$ cat src/rtl/apb_master.sv
// APB requester: turns a valid/ready command into an APB SETUP/ACCESS transfer
// and returns a one-cycle response pulse carrying read data and an error flag.
module apb_master #(
   parameter int unsigned ADDR_W  = 5,
   parameter int unsigned DATA_W  = 8,
   parameter int unsigned TIMEOUT = 16
) (
   input  logic              clk,
   input  logic              rst,
   input  logic              req_valid_i,
   output logic              req_ready_o,
   input  logic              req_write_i,
   input  logic [ADDR_W-1:0] req_addr_i,
   input  logic [DATA_W-1:0] req_wdata_i,
   output logic              rsp_valid_o,
   output logic [DATA_W-1:0] rsp_rdata_o,
   output logic              rsp_err_o,
   output logic              psel_o,
   output logic              penable_o,
   output logic              pwrite_o,
   output logic [ADDR_W-1:0] paddr_o,
   output logic [DATA_W-1:0] pwdata_o,
   input  logic [DATA_W-1:0] prdata_i,
   input  logic              pready_i,
   input  logic              pslverr_i
);

   localparam int unsigned CNT_W = $clog2(TIMEOUT + 1);
   localparam logic [CNT_W-1:0] CNT_LAST = CNT_W'(TIMEOUT - 1);

   typedef enum logic [1:0] {
      IDLE   = 2'd0,
      SETUP  = 2'd1,
      ACCESS = 2'd2
   } state_e;

   state_e              state_q, state_d;
   logic [CNT_W-1:0]    cnt_q, cnt_d;
   logic                req_ready_q, req_ready_d;
   logic                rsp_valid_q, rsp_valid_d;
   logic [DATA_W-1:0]   rsp_rdata_q, rsp_rdata_d;
   logic                rsp_err_q, rsp_err_d;
   logic                psel_q, psel_d;
   logic                penable_q, penable_d;
   logic                pwrite_q, pwrite_d;
   logic [ADDR_W-1:0]   paddr_q, paddr_d;
   logic [DATA_W-1:0]   pwdata_q, pwdata_d;

   // Next-state and registered-output logic
   always_comb begin
      state_d     = state_q;
      cnt_d       = cnt_q;
      rsp_valid_d = 1'b0;
      rsp_rdata_d = rsp_rdata_q;
      rsp_err_d   = rsp_err_q;
      psel_d      = psel_q;
      penable_d   = penable_q;
      pwrite_d    = pwrite_q;
      paddr_d     = paddr_q;
      pwdata_d    = pwdata_q;

      unique case (state_q)
         IDLE: begin
            if (req_valid_i && req_ready_q) begin
               state_d   = SETUP;
               cnt_d     = '0;
               psel_d    = 1'b1;
               penable_d = 1'b0;
               pwrite_d  = req_write_i;
               paddr_d   = req_addr_i;
               pwdata_d  = req_write_i ? req_wdata_i : '0;
            end
         end
         SETUP: begin
            state_d   = ACCESS;
            penable_d = 1'b1;
         end
         ACCESS: begin
            if (pready_i) begin
               state_d     = IDLE;
               psel_d      = 1'b0;
               penable_d   = 1'b0;
               rsp_valid_d = 1'b1;
               rsp_err_d   = pslverr_i;
               rsp_rdata_d = (!pwrite_q && !pslverr_i) ? prdata_i : '0;
            end else if (cnt_q == CNT_LAST) begin
               // Slave never became ready: abort with an error response
               state_d     = IDLE;
               psel_d      = 1'b0;
               penable_d   = 1'b0;
               rsp_valid_d = 1'b1;
               rsp_err_d   = 1'b1;
               rsp_rdata_d = '0;
            end else begin
               cnt_d = cnt_q + CNT_W'(1);
            end
         end
         default: begin
            state_d   = IDLE;
            psel_d    = 1'b0;
            penable_d = 1'b0;
         end
      endcase

      req_ready_d = (state_d == IDLE);
   end

   // State and output registers
   always_ff @(posedge clk) begin
      if (rst) begin
         state_q     <= IDLE;
         cnt_q       <= '0;
         req_ready_q <= 1'b0;
         rsp_valid_q <= 1'b0;
         rsp_rdata_q <= '0;
         rsp_err_q   <= 1'b0;
         psel_q      <= 1'b0;
         penable_q   <= 1'b0;
         pwrite_q    <= 1'b0;
         paddr_q     <= '0;
         pwdata_q    <= '0;
      end else begin
         state_q     <= state_d;
         cnt_q       <= cnt_d;
         req_ready_q <= req_ready_d;
         rsp_valid_q <= rsp_valid_d;
         rsp_rdata_q <= rsp_rdata_d;
         rsp_err_q   <= rsp_err_d;
         psel_q      <= psel_d;
         penable_q   <= penable_d;
         pwrite_q    <= pwrite_d;
         paddr_q     <= paddr_d;
         pwdata_q    <= pwdata_d;
      end
   end

   assign req_ready_o = req_ready_q;
   assign rsp_valid_o = rsp_valid_q;
   assign rsp_rdata_o = rsp_rdata_q;
   assign rsp_err_o   = rsp_err_q;
   assign psel_o      = psel_q;
   assign penable_o   = penable_q;
   assign pwrite_o    = pwrite_q;
   assign paddr_o     = paddr_q;
   assign pwdata_o    = pwdata_q;

endmodule

$ cat config.mk
export PLATFORM = sky130hd
export DESIGN_NAME = apb_master
export DESIGN_NICKNAME = d
export VERILOG_FILES = /design/src/rtl/apb_master.sv
export SDC_FILE = /design/constraint.sdc
export NUM_CORES = 1
export LEC_CHECK = 0
export CORE_ASPECT_RATIO = 1.4
export CORE_UTILIZATION = 45
export CTS_BUF_LIST = sky130_fd_sc_hd__clkbuf_8 sky130_fd_sc_hd__clkbuf_16
export DETAILED_ROUTE_END_ITERATION = 6
export PLACE_DENSITY = 0.83
export SLEW_MARGIN = 40
export SYNTH_ARGS = -nofsm -noshare
export SYNTH_HDL_FRONTEND = slang
export SYNTH_SLANG_ARGS = --single-unit
$ cat constraint.sdc
create_clock -name clk -period 3.98 [get_ports clk]
set_clock_uncertainty 0.05 [all_clocks]
set_input_delay 0.796 -clock clk [delete_from_list [all_inputs] [get_ports clk]]
set_output_delay 0.796 -clock clk [all_outputs]
set_load 0.01 [all_outputs]
# Yosys cells after proc, flatten, opt, wreduce, memory -nomap -nowiden
# Index checks and enable logic that the tools add are counted.
totals:
  ff_bits: 34
  inputBits: 27
  out_inout_bits: 27
  word_cells: 57
op_classes:
  add_sub_neg: 1
  eq_ne: 7
  muxes: 22
  bitwise_logic: 2
  reduce_logical: 14
ops:
  columns: ["operator", "n"]
  rows:
  - ["$mux 8", 4]
  - ["$mux 5", 3]
  - ["$pmux 5 s2", 1]
  - ["$mux 1", 8]
  - ["$mux 2", 3]
  - ["$ne 2x2->1 const B", 3]
  - ["$pmux 1 s3", 2]
  - ["$pmux 2 s3", 1]
  - ["$reduce_and 2->1", 3]
  - ["$add 5x1->5 const B", 1]
  - ["$eq 5x4->1 const B", 1]
  - ["$logic_not 2->1", 2]
  - ["$reduce_and 4->1", 1]
  - ["$reduce_bool 2->1", 2]
  - ["$ne 3x3->1 const B", 1]
  - ["$reduce_and 3->1", 1]
  - ["$eq 2x1->1 const B", 1]
  - ["$eq 2x2->1 const B", 1]
  - ["$logic_and 1x1->1", 2]
  - ["$logic_not 1->1", 2]
  - ["$not 1->1", 2]
  - ["$reduce_or 2->1", 1]

# Longest topological paths before layout
logic_depth:
  word_depth: 5
  depth_mapped: 7
  mapped_depth_nobuf: 6

# Least setup slack after synthesis
# Ideal clock, no wire load.
synth_path:
  path_kind: "flip-flop to flip-flop"
  start: "register cnt_q[0]"
  end: "register cnt_q[4]"
  setup_ns: 0.067
  arrival_ns: 1.933
  required_time_ns: 3.863
  setup_slack_ns: 1.930
  path_stages_with_launch: 8
  n_path_buf: 1
  period_less_slack_ns: 2.050
  path_cell_list: "dfxtp_1 -> ha_1 -> and3_1 -> ha_1 -> or4b_4 -> buf_6 -> a211o_1 -> a21oi_2"
synth_via:
  elab_chain_len: 4
  word_cells_on_any_way: 7
  cone_classes: "add/sub: 1; eq/ne: 2; mux: 3; reduce/logical: 1"
synth_rtl:
  columns: ["item", "line", "source"]
  rows:
  - ["start, declared", "38", "logic [CNT_W-1:0] cnt_q, cnt_d;"]
  - ["start signal, assigned", "124", "cnt_q <= cnt_d;"]
  - ["$add 5x1->5", "95", "cnt_d = cnt_q + CNT_W'(1);"]
  - ["$mux 5", "86", "end else if (cnt_q == CNT_LAST) begin"]
  - ["$mux 5", "79", "if (pready_i) begin"]
  - ["$pmux 5 s2", "62", "unique case (state_q)"]
# Parallel ways exist; a longest one is shown, timed or not. The select of a mux whose other input is x is not followed.
# A chain may end at the register's enable or synchronous reset.

==> impl_metrics.ini <==
[worst_setup_path]
crit_path_max_fanout = 20
ff2ff_path_depth = 6
crit_required_ps = 4150
r2r-end = cnt_q[4]
end_kind = flop
r2r-start = cnt_q[0]
crit_start = rst
arrival_ps = 2620
critical_path.endpoint = pwdata_o[4]
worst-setup-path-type = input port to flop
start_kind = input port
reg2reg_slack_ps = 1820

[pwr]
power_density_mw_per_mm2 = 347
max-vdd-ir-drop_mv = 0.244
p_leak_nw = 0.688

[yosys]
synth_fa_ha_area_frac = 0.0191
yosysUniqueCellTypes = 33
syn-num-nets = 154
synthMuxAreaShare = 0
synth_top_family_by_area = compound AO/OA/AOI/OAI gates
syn_avg_cell_area_um2 = 10.5
yosysWarnings = 0
yosysSeqAreaShare = 0.520
synth-simple-area-share = 0.175
ys_ff_latch = 34
synth_area_mm2 = 0.00131
synth_compound_area_frac = 0.238
synth_xor_xnor_area_share = 0
synth_cells = 125

[drt]
vias_per_cell = 5.38
route.vias.total = 1145
ant_nets = 0
route.detailed.drc = 0
first_pass_iters = 4
wirelength_um = 3060
drt-initial-drc-count = 27
wl_per_cell_um = 14.4

[cells_and_area]
antennaDiodeCount = 0
final_cell_mix = 53 x clkdlybuf4s50_1, 34 x dfxtp_1, 14 x a21oi_1
fin_nets = 206
areaGrowthSynthToFinish_pct = 46.2
final_common_cell = clkdlybuf4s50_1
final_layout_size_suffix_gt1_frac = 0.0678
post-route-cell-area_mm2 = 0.00191

[global_route]
overflow = 0
grt_pass1_wl_um = 4800
grt_util_all_layers = 0.216
grt_max_degree = 21
antenna_found_initial = 0
grt_pass1_vias = 1127

[worst_hold_path]
hold_path_class = flop to flop

[sta]
period_share = 0.613
finalMaxSlewViolations = 0
worstMarginPinSlew_ps = 754
clock.fmax_mhz = 410
rsz0062_at_grt = no
fin_tns_setup_ps = 0
finalHoldViolCount = 0
fin_ws_ps = 1540
setup_viol = 0
maxSlewHeadroom = 0.493
period_minus_slack_ps = 2440

[clock_tree]
clkLatencyLatePin_ps = 280
post-cts-setup-buffer-count = 0
clk_pin_slew_ps = 60
cts_max_level = 2
cts_buffers = 5
postCtsHoldBufs = 0
tritoncts = yes
root_buffer = clkbuf_8
cts-resized-gates = 0
cts.sinks = 34
clockBufferDepth = 2

[floorplanning]
start_util = 0.485
core_mm2 = 0.00270
dieArea_mm2 = 0.00313
num_rows = 22
die_x_um = 47.6
pin_count = 54
die_h_um = 65.8

[placed_design]
dp_hpwl_um = 2250
dp_slack_ps = 1260
io_buffer_count = 53
gp_congestion = 0.733
placed_area_mm2 = 0.00184

[outcome]
status = completed

[job]
cap_violations = 0
-- kinds of logic (layout without fill, tap and decap cells) --
| group | Yosys count | after routing |
|---|---|---|
| simple gates | 32 | 32 |
| flops | 34 | 34 |
| compound gates | 46 | 46 |
| fa+ha+maj | 2 | 2 |
| buf+inv | 11 | 63 |
-- worst max-delay path: stages --
cell             delay [ps]
clkdlybuf4s50_1         790
nor4_2                  800
a22o_1                  220
-- stage by stage --
step / hold WS (ps) / cells / power, mW / util
2_1_floorplan: 393 / 125 / 0.398 / -
3_3_place_gp: 403 / 206 / 0.444 / 0.681
3_5_place_dp: 410 / 206 / 0.446 / 0.681
4_1_cts: 429 / 213 / 0.672 / 0.709
5_1_grt: 440 / 213 / 0.691 / 0.709
6_report: 425 / 213 / 0.663 / 0.709
-- state kept, by name (all words and copies together), names as in the netlist --
name / count
pwdata_o: 8
rsp_rdata_o: 8
cnt_q: 5
paddr_o: 5
state_q: 2
penable_o: 1
psel_o: 1
pwrite_o: 1
req_ready_o: 1
rsp_err_o: 1
rsp_valid_o: 1
-- cell usage after synthesis --
cell type / number / area (um^2)
buf_4: 1 / 7.51
nand2_1: 3 / 11.3
nand3b_1: 8 / 60.1
nor2_1: 3 / 11.3
nor3_1: 1 / 5.00
clkbuf_1: 4 / 15.0
nor4b_2: 1 / 15.0
nand2b_1: 3 / 18.8
a31o_1: 1 / 8.76
or4b_4: 1 / 13.8
buf_6: 2 / 22.5
dfxtp_1: 34 / 681
and3_1: 2 / 12.5
a22o_1: 13 / 114
buf_2: 2 / 10.0
nand4b_1: 1 / 8.76
ha_1: 2 / 25.0
a21o_1: 1 / 7.51
o21ai_0: 9 / 45.0
nand4bb_1: 1 / 11.3
a41oi_1: 1 / 8.76
nor4bb_1: 1 / 10.0
a21oi_1: 14 / 70.1
a211o_1: 1 / 8.76
a211oi_1: 1 / 7.51
nor4_2: 2 / 25.0
nand3_1: 4 / 20.0
inv_1: 2 / 7.51
a31o_2: 1 / 8.76
a311oi_1: 1 / 8.76
o21a_1: 2 / 15.0
a21oi_2: 1 / 8.76
and2_1: 1 / 6.26
-- worst min-delay path by stage --
stage          slack, ps              to            from  depth (start not counted)
2_1_floorplan        390        cnt_q[3]        cnt_q[3]                          1
3_3_place_gp         400       rsp_err_o       rsp_err_o                          1
3_5_place_dp         410      paddr_o[1]      paddr_o[1]                          1
4_1_cts              430  rsp_rdata_o[6]  rsp_rdata_o[6]                          2
5_1_grt              440     pwdata_o[5]     pwdata_o[5]                          1
6_report             420       rsp_err_o       rsp_err_o                          1
-- report_power, final --
part	internal [mW]	total [mW]	switching [mW]
Sequential	0.351	0.360	0.00906
Combinational	0.0487	0.0782	0.0295
Clock	0.115	0.225	0.110
Total	0.514	0.663	0.149
-- cell type report --
type	instances	area, um^2
flip-flops and latches	34	681
clock inverters	2	7.51
repair buffers	54	538
inverters	2	7.51
clock buffers	5	68.8
multi-input cells	80	566
fillers	229	785
well taps	36	45.0
-- per-layer routing --
| metal | GRT usage | share of wire | up-vias |
|---|---|---|---|
| met4 | 0.0764 | 0.020 | 0 |
| met2 | 0.372 | 0.51 | 54 |
| met3 | 0.0902 | 0.081 | 5 |
| met5 | 0 | 0 | - |
| met1 | 0.225 | 0.39 | 519 |
| li1 | - | - | 567 |
Power figures use the tool's default switching activity.
